--- config.mk ---
export PLATFORM = sky130hd
export DESIGN_NAME = video_sig_recover
export DESIGN_NICKNAME = d
export VERILOG_FILES = /design/src/rtl/video_sig_recover.sv
export SDC_FILE = /design/constraint.sdc
export NUM_CORES = 1
export LEC_CHECK = 0
export ABC_AREA = 1
export BUFFER_PORTS_ARGS = -buffer_cell sky130_fd_sc_hd__buf_2
export CORE_MARGIN = 2
export CORE_UTILIZATION = 48
export DETAILED_ROUTE_END_ITERATION = 16
export GPL_TIMING_DRIVEN = 0
export PLACE_DENSITY = 0.73
export SLEW_MARGIN = 25
export SYNTH_ARGS = -nofsm -noshare
export SYNTH_HDL_FRONTEND = slang
export SYNTH_SLANG_ARGS = --single-unit
--- constraint.sdc ---
create_clock -name pixel_clk_in -period 2.82 [get_ports pixel_clk_in]
set_input_delay 0.282 -clock pixel_clk_in [delete_from_list [all_inputs] [get_ports pixel_clk_in]]
set_output_delay 0.282 -clock pixel_clk_in [all_outputs]
set_load 0.01 [all_outputs]
--- src/rtl/video_sig_recover.sv ---
// -----------------------------------------------------------------------------
// video_sig_recover
//
// Receive-side timing recovery. Rebuilds active-region pixel coordinates, a
// new-frame strobe and a frame counter from a raw hs/vs/ad stream. It also
// measures line and frame totals and reports lock once the incoming timing
// has matched the configured format for LOCK_FRAMES consecutive frames.
//
// Ports
//   pixel_clk_in  : pixel clock, all logic on its rising edge
//   rst_n_in      : asynchronous active-low reset
//   hs_in         : horizontal sync, active high
//   vs_in         : vertical sync, active high
//   ad_in         : active-data enable, active high
//   hcount_out    : pixel index within the active line
//   vcount_out    : active line index
//   ad_out        : ad_in delayed two cycles, aligned with the counters
//   nf_out        : one-cycle new-frame strobe (after the last active line)
//   fc_out        : frame counter, modulo FPS, advances only while locked
//   locked_out    : incoming timing matches the configured format
//   h_total_out   : last measured hs-to-hs period in cycles
//   v_total_out   : last measured number of hs edges per vs period
// -----------------------------------------------------------------------------
module video_sig_recover #(
    parameter int ACTIVE_H_PIXELS = 1280,
    parameter int H_FRONT_PORCH   = 110,
    parameter int H_SYNC_WIDTH    = 40,
    parameter int H_BACK_PORCH    = 220,
    parameter int ACTIVE_LINES    = 720,
    parameter int V_FRONT_PORCH   = 5,
    parameter int V_SYNC_WIDTH    = 5,
    parameter int V_BACK_PORCH    = 20,
    parameter int FPS             = 60,
    parameter int LOCK_FRAMES     = 2,
    localparam int TOTAL_PIXELS   = ACTIVE_H_PIXELS + H_FRONT_PORCH + H_SYNC_WIDTH + H_BACK_PORCH,
    localparam int TOTAL_LINES    = ACTIVE_LINES + V_FRONT_PORCH + V_SYNC_WIDTH + V_BACK_PORCH,
    localparam int HW             = $clog2(TOTAL_PIXELS),
    localparam int VW             = $clog2(TOTAL_LINES),
    localparam int FW             = $clog2(FPS)
) (
    input  logic          pixel_clk_in,
    input  logic          rst_n_in,
    input  logic          hs_in,
    input  logic          vs_in,
    input  logic          ad_in,
    output logic [HW-1:0] hcount_out,
    output logic [VW-1:0] vcount_out,
    output logic          ad_out,
    output logic          nf_out,
    output logic [FW-1:0] fc_out,
    output logic          locked_out,
    output logic [HW:0]   h_total_out,
    output logic [VW:0]   v_total_out
);

    localparam int GW = $clog2(LOCK_FRAMES + 1);

    localparam logic [HW:0]   TOTAL_PIXELS_C = (HW+1)'(TOTAL_PIXELS);
    localparam logic [HW:0]   ACTIVE_H_C     = (HW+1)'(ACTIVE_H_PIXELS);
    localparam logic [VW:0]   TOTAL_LINES_C  = (VW+1)'(TOTAL_LINES);
    localparam logic [VW:0]   ACTIVE_LINES_C = (VW+1)'(ACTIVE_LINES);
    localparam logic [VW-1:0] LAST_LINE_C    = VW'(ACTIVE_LINES - 1);
    localparam logic [FW-1:0] FC_LAST_C      = FW'(FPS - 1);
    localparam logic [GW-1:0] LOCK_FRAMES_C  = GW'(LOCK_FRAMES);

    localparam logic [1:0] ST_SEARCH = 2'd0;
    localparam logic [1:0] ST_CHECK  = 2'd1;
    localparam logic [1:0] ST_LOCKED = 2'd2;

    // input pipeline: smp = first register stage, dly = second stage
    logic hs_smp_r, vs_smp_r, ad_smp_r;
    logic hs_dly_r, vs_dly_r, ad_dly_r;

    logic hs_rise_s, vs_rise_s, ad_rise_s, ad_fall_s;

    logic [HW-1:0] hcount_r;
    logic [VW-1:0] vcount_r;
    logic          arm_r;

    logic [HW:0]   hper_r;
    logic [HW:0]   h_total_r;
    logic          hs_seen_r;
    logic [HW:0]   ad_run_r;

    logic [VW:0]   hs_cnt_r;
    logic [VW:0]   line_cnt_r;
    logic [VW:0]   v_total_r;
    logic          vs_seen_r;

    logic          frame_bad_r;
    logic [1:0]    state_r;
    logic [1:0]    state_nxt_s;
    logic [GW-1:0] good_cnt_r;
    logic [GW-1:0] good_nxt_s;
    logic [GW-1:0] good_inc_s;
    logic          locked_r;
    logic          nf_r;
    logic [FW-1:0] fc_r;

    logic          hper_bad_s;
    logic          run_bad_s;
    logic          timeout_s;
    logic          nf_hit_s;
    logic [VW:0]   hs_cnt_close_s;
    logic [VW:0]   line_cnt_close_s;
    logic          frame_bad_close_s;

    assign hs_rise_s = hs_smp_r & ~hs_dly_r;
    assign vs_rise_s = vs_smp_r & ~vs_dly_r;
    assign ad_rise_s = ad_smp_r & ~ad_dly_r;
    assign ad_fall_s = ~ad_smp_r & ad_dly_r;

    // An hs period is judged only once a previous hs edge gave it a start point.
    assign hper_bad_s = hs_rise_s & hs_seen_r & (hper_r != TOTAL_PIXELS_C);
    assign run_bad_s  = ad_fall_s & (ad_run_r != ACTIVE_H_C);
    // No hs where one was due: the period counter has run past a full line.
    assign timeout_s  = (hper_r > TOTAL_PIXELS_C);
    assign nf_hit_s   = ad_fall_s & (vcount_r == LAST_LINE_C) & (state_r == ST_LOCKED);
    assign good_inc_s = good_cnt_r + {{(GW-1){1'b0}}, 1'b1};

    // Edges coinciding with the closing vs edge belong to the closing frame.
    assign hs_cnt_close_s   = (hs_rise_s && (hs_cnt_r != {(VW+1){1'b1}})) ?
                              hs_cnt_r + {{VW{1'b0}}, 1'b1} : hs_cnt_r;
    assign line_cnt_close_s = (ad_rise_s && (line_cnt_r != {(VW+1){1'b1}})) ?
                              line_cnt_r + {{VW{1'b0}}, 1'b1} : line_cnt_r;
    assign frame_bad_close_s = frame_bad_r | hper_bad_s | run_bad_s |
                               (line_cnt_close_s != ACTIVE_LINES_C) |
                               (hs_cnt_close_s != TOTAL_LINES_C);

    // Two-stage input pipeline used for edge detection and ad alignment.
    always_ff @(posedge pixel_clk_in or negedge rst_n_in) begin
        if (!rst_n_in) begin
            hs_smp_r <= 1'b0;
            vs_smp_r <= 1'b0;
            ad_smp_r <= 1'b0;
            hs_dly_r <= 1'b0;
            vs_dly_r <= 1'b0;
            ad_dly_r <= 1'b0;
        end else begin
            hs_smp_r <= hs_in;
            vs_smp_r <= vs_in;
            ad_smp_r <= ad_in;
            hs_dly_r <= hs_smp_r;
            vs_dly_r <= vs_smp_r;
            ad_dly_r <= ad_smp_r;
        end
    end

    // Pixel and active-line coordinates; vcount restarts on the first line after vs.
    always_ff @(posedge pixel_clk_in or negedge rst_n_in) begin
        if (!rst_n_in) begin
            hcount_r <= {HW{1'b0}};
            vcount_r <= {VW{1'b0}};
            arm_r    <= 1'b0;
        end else begin
            if (ad_rise_s) begin
                hcount_r <= {HW{1'b0}};
            end else if (hcount_r != {HW{1'b1}}) begin
                hcount_r <= hcount_r + {{(HW-1){1'b0}}, 1'b1};
            end else begin
                hcount_r <= hcount_r;
            end

            if (ad_rise_s && arm_r) begin
                vcount_r <= {VW{1'b0}};
            end else if (ad_rise_s && (vcount_r != {VW{1'b1}})) begin
                vcount_r <= vcount_r + {{(VW-1){1'b0}}, 1'b1};
            end else begin
                vcount_r <= vcount_r;
            end

            if (vs_rise_s) begin
                arm_r <= 1'b1;
            end else if (ad_rise_s) begin
                arm_r <= 1'b0;
            end else begin
                arm_r <= arm_r;
            end
        end
    end

    // Horizontal measurement: hs period and ad run length.
    always_ff @(posedge pixel_clk_in or negedge rst_n_in) begin
        if (!rst_n_in) begin
            hper_r    <= {(HW+1){1'b0}};
            h_total_r <= {(HW+1){1'b0}};
            hs_seen_r <= 1'b0;
            ad_run_r  <= {(HW+1){1'b0}};
        end else begin
            if (hs_rise_s) begin
                hper_r    <= {{HW{1'b0}}, 1'b1};
                hs_seen_r <= 1'b1;
                h_total_r <= hs_seen_r ? hper_r : h_total_r;
            end else begin
                hper_r    <= (hper_r != {(HW+1){1'b1}}) ? hper_r + {{HW{1'b0}}, 1'b1} : hper_r;
                hs_seen_r <= hs_seen_r;
                h_total_r <= h_total_r;
            end

            if (ad_rise_s) begin
                ad_run_r <= {{HW{1'b0}}, 1'b1};
            end else if (ad_smp_r && (ad_run_r != {(HW+1){1'b1}})) begin
                ad_run_r <= ad_run_r + {{HW{1'b0}}, 1'b1};
            end else begin
                ad_run_r <= ad_run_r;
            end
        end
    end

    // Vertical measurement and the per-frame bad flag.
    always_ff @(posedge pixel_clk_in or negedge rst_n_in) begin
        if (!rst_n_in) begin
            hs_cnt_r    <= {(VW+1){1'b0}};
            line_cnt_r  <= {(VW+1){1'b0}};
            v_total_r   <= {(VW+1){1'b0}};
            vs_seen_r   <= 1'b0;
            frame_bad_r <= 1'b0;
        end else if (vs_rise_s) begin
            hs_cnt_r    <= {(VW+1){1'b0}};
            line_cnt_r  <= {(VW+1){1'b0}};
            v_total_r   <= vs_seen_r ? hs_cnt_close_s : v_total_r;
            vs_seen_r   <= 1'b1;
            frame_bad_r <= 1'b0;
        end else begin
            hs_cnt_r    <= hs_cnt_close_s;
            line_cnt_r  <= line_cnt_close_s;
            v_total_r   <= v_total_r;
            vs_seen_r   <= vs_seen_r;
            frame_bad_r <= frame_bad_r | hper_bad_s | run_bad_s;
        end
    end

    // Lock FSM next-state; a missing hs overrides everything.
    always_comb begin
        state_nxt_s = state_r;
        good_nxt_s  = good_cnt_r;
        if (timeout_s) begin
            state_nxt_s = ST_SEARCH;
            good_nxt_s  = {GW{1'b0}};
        end else if (vs_rise_s) begin
            case (state_r)
                ST_SEARCH: begin
                    state_nxt_s = ST_CHECK;
                    good_nxt_s  = {GW{1'b0}};
                end
                ST_CHECK: begin
                    if (frame_bad_close_s) begin
                        state_nxt_s = ST_CHECK;
                        good_nxt_s  = {GW{1'b0}};
                    end else if (good_inc_s >= LOCK_FRAMES_C) begin
                        state_nxt_s = ST_LOCKED;
                        good_nxt_s  = good_inc_s;
                    end else begin
                        state_nxt_s = ST_CHECK;
                        good_nxt_s  = good_inc_s;
                    end
                end
                ST_LOCKED: begin
                    if (frame_bad_close_s) begin
                        state_nxt_s = ST_CHECK;
                        good_nxt_s  = {GW{1'b0}};
                    end else begin
                        state_nxt_s = ST_LOCKED;
                        good_nxt_s  = good_cnt_r;
                    end
                end
                default: begin
                    state_nxt_s = ST_SEARCH;
                    good_nxt_s  = {GW{1'b0}};
                end
            endcase
        end else begin
            state_nxt_s = state_r;
            good_nxt_s  = good_cnt_r;
        end
    end

    // Lock FSM state, lock flag, new-frame strobe and frame counter.
    always_ff @(posedge pixel_clk_in or negedge rst_n_in) begin
        if (!rst_n_in) begin
            state_r    <= ST_SEARCH;
            good_cnt_r <= {GW{1'b0}};
            locked_r   <= 1'b0;
            nf_r       <= 1'b0;
            fc_r       <= {FW{1'b0}};
        end else begin
            state_r    <= state_nxt_s;
            good_cnt_r <= good_nxt_s;
            locked_r   <= (state_nxt_s == ST_LOCKED);
            nf_r       <= nf_hit_s;
            if (nf_hit_s) begin
                fc_r <= (fc_r == FC_LAST_C) ? {FW{1'b0}} : fc_r + {{(FW-1){1'b0}}, 1'b1};
            end else begin
                fc_r <= fc_r;
            end
        end
    end

    assign hcount_out  = hcount_r;
    assign vcount_out  = vcount_r;
    assign ad_out      = ad_dly_r;
    assign nf_out      = nf_r;
    assign fc_out      = fc_r;
    assign locked_out  = locked_r;
    assign h_total_out = h_total_r;
    assign v_total_out = v_total_r;

endmodule

* Word level (Yosys, flattened, before mapping)
Cells that the tools add are included.
** Word-level totals
- Flip-flop bits (word level) :: 112
- Latch bits :: 0
- Memory bits (writable) :: 0
- ROM bits :: 0
- Bits of input ports :: 5
- Output and inout port bits :: 53
- Word-level logic and storage cells :: 108
- Memories kept :: 0
** Operators by class
- $add $sub $neg :: 8
- Multiply operators :: 0
- Div/mod/pow operators :: 0
- Magnitude comparators :: 2
- Eq/ne operators :: 16
- Shift-type cells :: 0
- Mux-type cells :: 27
- Bitwise operators :: 17
- Reduce and logical (&&, ||, !) cells :: 15
** Operator list (number)
- $mux W11 :: 6
- $mux W12 :: 4
- $add A11 B1 Y11 const B :: 3
- $ne A11 B11 Y1 const B :: 3
- $add A12 B1 Y12 const B :: 2
- $ne A12 B11 Y1 const B :: 2
- $ne A12 B12 Y1 const B :: 2
- $ne A11 B10 Y1 const B :: 2
- $mux W10 :: 2
- $mux W2 :: 9
- $gt A12 B11 Y1 const B :: 1
- $reduce_bool A2 Y1 :: 6
- $add A10 B1 Y10 const B :: 1
- $eq A10 B10 Y1 const B :: 1
- $ne A10 B10 Y1 const B :: 1
- $and A1 B1 Y1 :: 9
- $add A6 B1 Y6 const B :: 1
- $eq A6 B6 Y1 const B :: 1
- $mux W6 :: 1
- $pmux W2 S3 :: 1
- $reduce_and A2 Y1 :: 3
- $logic_and A1 B1 Y1 :: 5
- $eq A2 B2 Y1 const B :: 2
- $not A1 Y1 :: 4
- other kinds (8) :: 13

* Depth between registers and ports, before layout
Gate-level depths: netlist of run 1.
- Word-level depth :: 13
- Depth in mapped cells :: 17
- Gate-level depth less buffers :: 17

* Worst setup path after synthesis of run 1
Ideal clock, no wire load.
- Path type :: register to register
- From :: register line_cnt_r[0]
- To :: register good_cnt_r[0]
- Data arrival time :: 1.906 ns
- Data required time :: 2.699 ns
- Setup slack :: 0.793 ns
- Stages on the path, launching flop included :: 18
- Buffers on the path :: 1
- Clock period less this slack :: 2.027 ns
- Cells stage by stage :: dfrtp_1 -> ha_1 -> inv_2 -> nor2_4 -> nand3_2 -> buf_6 -> nand2_2 -> nand2_1 -> nand2_1 -> nand2_1 -> nor2_1 -> nand3_1 -> nor2_4 -> nand3_2 -> nand2_1 -> nand2_1 -> nor2_1 -> a21oi_1
** Between the ends
- Word-level cells in the longest chain between the ends :: 10
- Elaborated cells between the ends (all ways) :: 13
- Classes of those cells :: 1 x add/sub; 3 x eq/ne; 5 x mux; 2 x bitwise; 2 x reduce/logical
** RTL lines
- start, declared :: line 86 : logic [VW:0] line_cnt_r;
- start signal, assigned :: line 214 : line_cnt_r <= {(VW+1){1'b0}};
- start signal, assigned :: line 220 : line_cnt_r <= {(VW+1){1'b0}};
- start signal, assigned :: line 226 : line_cnt_r <= line_cnt_close_s;
- branches (longest 2 deep; another with $add A11 B1 Y11)
- $mux W11 * :: line 124 : assign line_cnt_close_s = (ad_rise_s && (line_cnt_r != {(VW+1){1'b1}})) ?
- $ne A11 B10 Y1 * :: line 127 : (line_cnt_close_s != ACTIVE_LINES_C) |
- $or A1 B1 Y1 * :: line 126 : assign frame_bad_close_s = frame_bad_r | hper_bad_s | run_bad_s |
- $or A1 B1 Y1 * :: line 127
- $mux W2 :: line 247 : if (frame_bad_close_s) begin
- $pmux W2 S2 :: line 241 : case (state_r)
- $mux W2 :: line 240 : end else if (vs_rise_s) begin
- $mux W2 :: line 237 : if (timeout_s) begin
- end signal, assigned :: line 282 : good_cnt_r <= {GW{1'b0}};
- end signal, assigned :: line 288 : good_cnt_r <= good_nxt_s;
- end, declared :: line 93 : logic [GW-1:0] good_cnt_r;
Mark *: on every way between the ends. The select of a mux whose other input is x is not followed.
A chain may end at the register's enable or synchronous reset.

* Final worst setup path of run 1
- From :: register hs_cnt_r[0]
- To :: register good_cnt_r[0]
** Between the ends
- Word-level cells in the longest chain between the ends :: 9
- Elaborated cells between the ends (all ways) :: 12
- Classes of those cells :: 1 x add/sub; 3 x eq/ne; 5 x mux; 1 x bitwise; 2 x reduce/logical
** RTL lines
- start, declared :: line 85 : logic [VW:0] hs_cnt_r;
- start signal, assigned :: line 213 : hs_cnt_r <= {(VW+1){1'b0}};
- start signal, assigned :: line 219 : hs_cnt_r <= {(VW+1){1'b0}};
- start signal, assigned :: line 225 : hs_cnt_r <= hs_cnt_close_s;
- branches (longest 2 deep; another with $add A11 B1 Y11)
- $mux W11 * :: line 122 : assign hs_cnt_close_s = (hs_rise_s && (hs_cnt_r != {(VW+1){1'b1}})) ?
- $ne A11 B10 Y1 * :: line 128 : (hs_cnt_close_s != TOTAL_LINES_C);
- $or A1 B1 Y1 * :: line 127
- $mux W2 :: line 247
- $pmux W2 S2 :: line 241
- $mux W2 :: line 240
- $mux W2 :: line 237
Marked as above.

==> results of run 1 <==
## critical path, cell delays in order (launching register included)
cell	delay, ps
dfrtp_1	470
ha_1	260
inv_1	90
nor2_4	170
nand3_4	180
nand3_1	130
nand2_1	140
nor2_1	160
nand3_2	120
nor2_4	140
nand3_2	100
nand2_1	90
nand2_1	70
nor2_1	90
a21oi_1	50
## layout make-up
class / count / area, µm² / share of cell area [%]
plain buffers: 13 / 62.6 / 0.939
clock buffers: 9 / 225 / 3.38
clock inverters: 7 / 126 / 1.90
inverters: 111 / 417 / 6.26
multi-input cells: 508 / 2510 / 37.7
flip-flops and latches: 112 / 2800 / 42.1
well taps: 147 / 184 / 2.76
repair buffers: 59 / 329 / 4.94
## Yosys cell counts
cell / number
nand2_8: 1
xor2_1: 5
o211ai_1: 1
a211oi_1: 3
dfrtp_1: 112
o21a_1: 3
nand4_1: 13
clkbuf_1: 9
a2bb2oi_1: 1
nand2_4: 2
nand2_1: 172
inv_1: 106
buf_4: 1
o21ai_2: 2
nand3b_1: 5
nand3_2: 4
buf_2: 2
and2_1: 1
o21ai_1: 1
o211a_1: 1
buf_6: 1
nor3_1: 20
o221a_2: 1
a31oi_1: 1
nor2_4: 6
a21oi_1: 38
nor4_1: 1
nor3b_1: 3
nand2_2: 10
a221oi_1: 1
o21ai_0: 53
inv_2: 5
nor2_2: 6
ha_1: 9
nor4_2: 1
nand3_4: 1
nand3_1: 50
nor2_1: 91
a21oi_2: 1
## flip-flops by register name, indices dropped and copies added, names as in the netlist, 2 cells and up
| register | cells |
|---|---|
| line_cnt_r | 11 |
| h_total_out | 12 |
| hs_cnt_r | 11 |
| v_total_out | 11 |
| ad_run_r | 12 |
| vcount_out | 10 |
| hcount_out | 11 |
| hper_r | 12 |
| good_cnt_r | 2 |
| state_r | 2 |
| fc_out | 6 |
## logic make-up after synthesis
logic type / after synthesis / synth area share (%)
and+or+nand+nor: 387 / 30.6
buffers and inverters: 124 / 8.27
DFF: 112 / 48.4
AOI/OAI and AO/OA: 107 / 10.1
adders and majority gates: 9 / 1.94
xor gates and xnor gates: 5 / 0.756
## what timing repair did
action / 4_1_cts / 5_1_grt
hold buffers: 1 / 0
hold endpoints to repair: 54 / 0
endpoints found under the setup margin: 0 / 0
## power breakdown
| part | internal (mW) | switching [mW] | leakage (nW) |
|---|---|---|---|
| registers | 1.74 | 0.113 | 1.49 |
| clock network | 0.880 | 0.608 | 0.168 |
| logic | 0.193 | 0.344 | 1.59 |
## placed cells by master, fill, tap and decap left out, drive strengths merged
master / synthesis / layout
nor3: 20 / 20
clkinvlp: 0 / 1
clkinv: 0 / 1
clkbuf: 9 / 18
nand4: 13 / 13
and2: 1 / 1
inv: 111 / 113
bufinv: 0 / 3
xor2: 5 / 5
ha: 9 / 9
nor2: 103 / 103
o21ai: 56 / 56
a211oi: 3 / 3
a21oi: 39 / 39
a221oi: 1 / 1
buf: 4 / 62
nand3b: 5 / 5
o21a: 3 / 3
o211a: 1 / 1
a2bb2oi: 1 / 1
dlygate4sd3: 0 / 1
o221a: 1 / 1
a31oi: 1 / 1
dfrtp: 112 / 112
o211ai: 1 / 1
nor3b: 3 / 3
nand2: 185 / 185
nor4: 2 / 2
nand3: 55 / 55
## worst paths after layout
check / start / to / slack (ps) / depth (start not counted)
max in group asynchronous: rst_n_in / hcount_out[10] / 1720 / 3
min in group asynchronous: rst_n_in / fc_out[3] / 440 / 2
min reg2reg: hs_smp_r / hs_dly_r / 380 / 0
max: hs_cnt_r[0] / good_cnt_r[0] / 460 / 14
max reg2reg: hs_cnt_r[0] / good_cnt_r[0] / 460 / 14
min: hs_in / hs_smp_r / 30 / 1
## per-layer routing
layer	GRT usage [%]	routed length, µm	vias to the layer above
li1	-	-	2509
met3	5.21	409	10
met1	27.1	5970	2235
met5	0	0	-
met2	31.3	5300	88
met4	5.53	145	0
## per-stage QoR
step	instance area, µm²	std cells	utilization, %
after CTS	6660	966	55.9
after global routing	6660	966	55.9
after global placement	6260	948	52.6
after detailed placement	6300	949	52.9
after floorplan	5790	744	-
final	6660	966	55.9
==> results.sh, run 1 <==
export IMPL_status="complete, no violations"
export IMPL_cts_sinks=112
export IMPL_vias_per_cell=5.01
export IMPL_nFillCells=1140
export IMPL_place_ws_ps=500
export IMPL_grt_pass1_vias=4526
export IMPL_first_pass_iters=5
export IMPL_avgSynthCellArea_um2=7.79
export IMPL_syn_cell_area_um2=5790
export IMPL_final_max_slew_violation_count=0
export IMPL_tns_ps=0
export IMPL_clk_pin_slew_ps=80
export IMPL_critPathKind="reg -> reg"
export IMPL_cts_tree="yes"
export IMPL_synth_cell_types=39
export IMPL_ctsHtreeMaxLevel=3
export IMPL_startpoint_type="flop"
export IMPL_layout_setup_ws_ps=457
export IMPL_grt_setup_unrepaired="false"
export IMPL_antennaDiodeCount=0
export IMPL_path_max_fanout=10
export IMPL_synth_top_area_cell="dfrtp_1"
export IMPL_gp_congestion=0.850
export IMPL_drt_wl_total_um=11800
export IMPL_dieWidth_um=114
export IMPL_grt_pass1_wl_um=20700
export IMPL_yosys_warnings=0
export IMPL_syn_inst=744
export IMPL_ioPinCount=58
export IMPL_die_area_um2=13000
export IMPL_final_nets=828
export IMPL_powerDensity_nw_per_um2=582
export IMPL_relSlewSlack_pct=51.4
export IMPL_die_height_um=114
export IMPL_cts_setup_buffers=0
export IMPL_hold_class="in -> reg"
export IMPL_fmax_mhz=423
export IMPL_syn_num_nets=758
export IMPL_timing_final_crit_share_pct=83.8
export IMPL_fin_worst_skew_ps=10.9
export IMPL_tightest_slew_ps=723
export IMPL_placement_io_buffers=57
export IMPL_drive_above_1_share_pct=14.4
export IMPL_wire_per_inst_um=12.2
export IMPL_grt_overflow=0
export IMPL_vdd_drop_max_mv=0.371
export IMPL_clockRootBuffer="clkbuf_16"
export IMPL_numCtsBuffers=9
export IMPL_synth_top_cells_by_area="dfrtp_1 (48%), nand2_1 (11%), inv_1 (6.9%)"
export IMPL_clock_latency_ps=360
export IMPL_critPathCaptureType="flop"
export IMPL_ant_nets=0
export IMPL_p_leak_nw=3.24
export IMPL_grt_max_degree=59
export IMPL_ys_seq_area_share_pct=48.4
export IMPL_finalSetupViolations=0
export IMPL_post_route_min_period_ps=2360
export IMPL_cts_resized=0
export IMPL_hpwl_um=8760
export IMPL_drt_iter0_drc=354
export IMPL_area_growth_pct=14.9
export IMPL_antenna_found_initial=0
export IMPL_grt_use_total_pct=19.8
export IMPL_crit_arrival_ps=2600
export IMPL_rows=40
export IMPL_hold_viol_final=0
export IMPL_fin_total_pwr_mw=3.88
export IMPL_drc_errors=0
export IMPL_synth_top_cell_area_share_pct=48.4
export IMPL_cap_violations=0
export IMPL_start_util_pct=48.6
export IMPL_whs_ps=30.0
export IMPL_ys_ff_latch=112
export IMPL_vias=4842
export IMPL_cp_required_ps=3060
export IMPL_clockBufferDepth=2
export IMPL_core_area_um2=11900
Power figures use the tool's default switching activity.
==> inputs of run 2 (changes only) <==
--- a/config.mk
+++ b/config.mk
@@ -5,13 +5,13 @@
 export SDC_FILE = /design/constraint.sdc
 export NUM_CORES = 1
 export LEC_CHECK = 0
-export ABC_AREA = 1
+export ABC_AREA = 0
 export BUFFER_PORTS_ARGS = -buffer_cell sky130_fd_sc_hd__buf_2
 export CORE_MARGIN = 2
 export CORE_UTILIZATION = 48
 export DETAILED_ROUTE_END_ITERATION = 16
 export GPL_TIMING_DRIVEN = 0
-export PLACE_DENSITY = 0.73
+export PLACE_DENSITY = 0.76
 export SLEW_MARGIN = 25
 export SYNTH_ARGS = -nofsm -noshare
 export SYNTH_HDL_FRONTEND = slang
==> constraint.sdc (replaced) <==
create_clock -name pixel_clk_in -period 2 [get_ports pixel_clk_in]
set_input_delay 0.2 -clock pixel_clk_in [delete_from_list [all_inputs] [get_ports pixel_clk_in]]
set_output_delay 0.2 -clock pixel_clk_in [all_outputs]
set_load 0.01 [all_outputs]
==> results.sh, run 2 <==
export IMPL_grt_setup_unrepaired="true"
export IMPL_ctsHtreeMaxLevel=3
export IMPL_final_util_pct=60.4
export IMPL_avgSynthCellArea_um2=9.77
export IMPL_p_leak_nw=3.13
export IMPL_wire_per_inst_um=15.2
export IMPL_rows=39
export IMPL_relSlewSlack_pct=61.1
export IMPL_grt_pass1_vias=4288
export IMPL_drt_wl_total_um=12300
export IMPL_layout_common_cells="dfrtp_1 (106), nor2_1 (69), nand2_1 (58)"
export IMPL_ys_ff_latch=112
export IMPL_grt_pass1_wl_um=20400
export IMPL_crit_arrival_ps=2660
export IMPL_instances_no_fill=813
export IMPL_cp_required_ps=2260
export IMPL_async_flop_share_pct=100
export IMPL_finalSetupViolations=5
export IMPL_area_growth_pct=23.1
export IMPL_layout_setup_ws_ps=-409
export IMPL_hpwl_um=8200
export IMPL_grt_use_total_pct=19.6
export IMPL_post_route_min_period_ps=2410
export IMPL_clock_latency_ps=360
export IMPL_synth_edff_count=0
export IMPL_critPathCaptureType="flop"
export IMPL_cts_tree="yes"
export IMPL_vdd_drop_max_mv=0.513
export IMPL_final_max_slew_violation_count=0
export IMPL_grt_overflow=0
export IMPL_drc_errors=0
export IMPL_synth_top_cell_area_share_pct=50.2
export IMPL_syn_num_nets=585
export IMPL_syn_inst=571
export IMPL_cts_sinks=112
export IMPL_drt_iter0_drc=399
export IMPL_tns_ps=-1860
export IMPL_placement_io_buffers=57
export IMPL_ant_nets=0
export IMPL_yosys_warnings=0
export IMPL_drive_above_1_share_pct=25.2
export IMPL_dp_cells=772
export IMPL_startpoint_type="flop"
export IMPL_synth_most_common_cell="dfrtp_1"
export IMPL_gp_congestion=0.865
export IMPL_antennaDiodeCount=0
export IMPL_fmax_mhz=415
export IMPL_hold_viol_final=0
export IMPL_start_util_pct=49.1
export IMPL_synth_top_area_cell="dfrtp_1"
export IMPL_critPathKind="reg -> reg"
export IMPL_final_nets=679
export IMPL_vias_per_cell=5.74
export IMPL_fin_total_pwr_mw=5.36
export IMPL_synthTopCellsByCount="dfrtp_1 (112), nor2_1 (70), nand2_1 (60)"
export IMPL_clockBufferDepth=2
export IMPL_path_max_fanout=8
export IMPL_first_pass_iters=4
export IMPL_nFillCells=915
export IMPL_clk_pin_slew_ps=80
export IMPL_hold_class="in -> async"
export IMPL_synth_cell_types=56
export IMPL_cap_violations=0
export IMPL_numCtsBuffers=9
export IMPL_die_height_um=112
export IMPL_clockRootBuffer="clkbuf_16"
export IMPL_ioPinCount=58
export IMPL_tightest_slew_ps=583
export IMPL_final_common_cell="dfrtp_1"
export IMPL_timing_final_crit_share_pct=120
export IMPL_syn_cell_area_um2=5580
export IMPL_antenna_found_initial=0
export IMPL_place_area_um2=6120
export IMPL_violations="setup timing"
export IMPL_fin_worst_skew_ps=14.4
export IMPL_core_area_um2=11400
export IMPL_vias=4663
export IMPL_powerDensity_nw_per_um2=780
export IMPL_status="finished with violations"
export IMPL_grt_max_degree=70
export IMPL_synth_ff_type="dfrtp_1"
export IMPL_final_cell_area_um2=6870
export IMPL_ys_seq_area_share_pct=50.2
export IMPL_die_area_um2=12500
export IMPL_dieWidth_um=112
export IMPL_synth_top_cells_by_area="dfrtp_1 (50%), nor2_1 (4.7%), nand2_1 (4.0%)"
## run 2: changes by cell type in the layout (fill, tap and decap cells not counted), moves of 22 or more
cell and delta:
nand2_1 -114, inv_1 -96, nand3_1 -34, o21ai_0 -24, buf_4 +22, nor2_1 -22
## run 2: cell families (layout without fill, tap and decap cells)
kind of cell,count (synthesis),in the layout,share of synthesized area [%]
adder cells (fa/ha/maj),9,9,2.02
flip-flops,112,112,50.2
XOR/XNOR,35,35,5.49
AND/OR/NAND/NOR,258,258,23.8
buffers and inverters,31,130,2.22
AO/OA/AOI/OAI,103,103,11.8
multiplexers,23,23,4.44
## run 2: metrics by stage
stage               hold slack [ps]  worst slack [ps]
floorplan                     -95.6              -377
finish                          334              -409
global placement                310              -712
global route                    375              -496
detailed placement              154              -722
CTS                             356              -451
## run 2: repair_timing
action / 4_1_cts / 5_1_grt
buffers inserted: 18 / 5
setup endpoints to repair: 27 / 30
hold endpoints to repair: 46 / 0
hold buffers: 4 / 0
pin swaps: 15 / 17
resized for setup: 22 / 33
## run 2: path summary, 6_finish.rpt
check,depth (start not counted),to,from,slack [ps]
worst max-delay path,8,state_r[0],line_cnt_r[0],-410
worst min-delay path,2,h_total_out[4],rst_n_in,330
worst max register to register,8,state_r[0],line_cnt_r[0],-410
worst min register to register,0,vs_dly_r,vs_smp_r,430
max in group asynchronous,3,line_cnt_r[1],rst_n_in,960
min in group pixel_clk_in,0,vs_dly_r,vs_smp_r,430
## run 2: final cells by class
cell class                 instances  area (µm²)  area share [%]
buffer                            19        96.3            1.40
multi-input combinational        428        2890            42.0
clock buffer                      10         239            3.48
sequential                       112        2810            40.9
inverter                          10        37.5           0.546
clock inverter                     6        87.6            1.27
timing repair buffer              85         536            7.79
tap                              143         179            2.60
## run 2: critical path, stage by stage, from the launching register on
cell and delay (ps):
dfrtp_1 380, ha_4 170, nand3_4 70, or4_4 580, a31oi_1 290, a2111oi_4 110, buf_4 200, a31o_2 250
a211oi_1 270
## run 2: routing by layer
metal / global-route usage [%] / up-vias / routed length, µm
met5: 0 / - / 0
met4: 6.67 / 0 / 218
met3: 3.86 / 22 / 616
met2: 31.0 / 117 / 5990
met1: 27.2 / 2295 / 5520
li1: - / 2229 / -
## run 2: report_power, final
| part | switching [mW] | leakage (nW) | internal (mW) | total, mW |
|---|---|---|---|---|
| clock network | 0.835 | 0.163 | 1.14 | 1.97 |
| registers | 0.186 | 1.49 | 2.44 | 2.62 |
| logic | 0.421 | 1.48 | 0.340 | 0.762 |
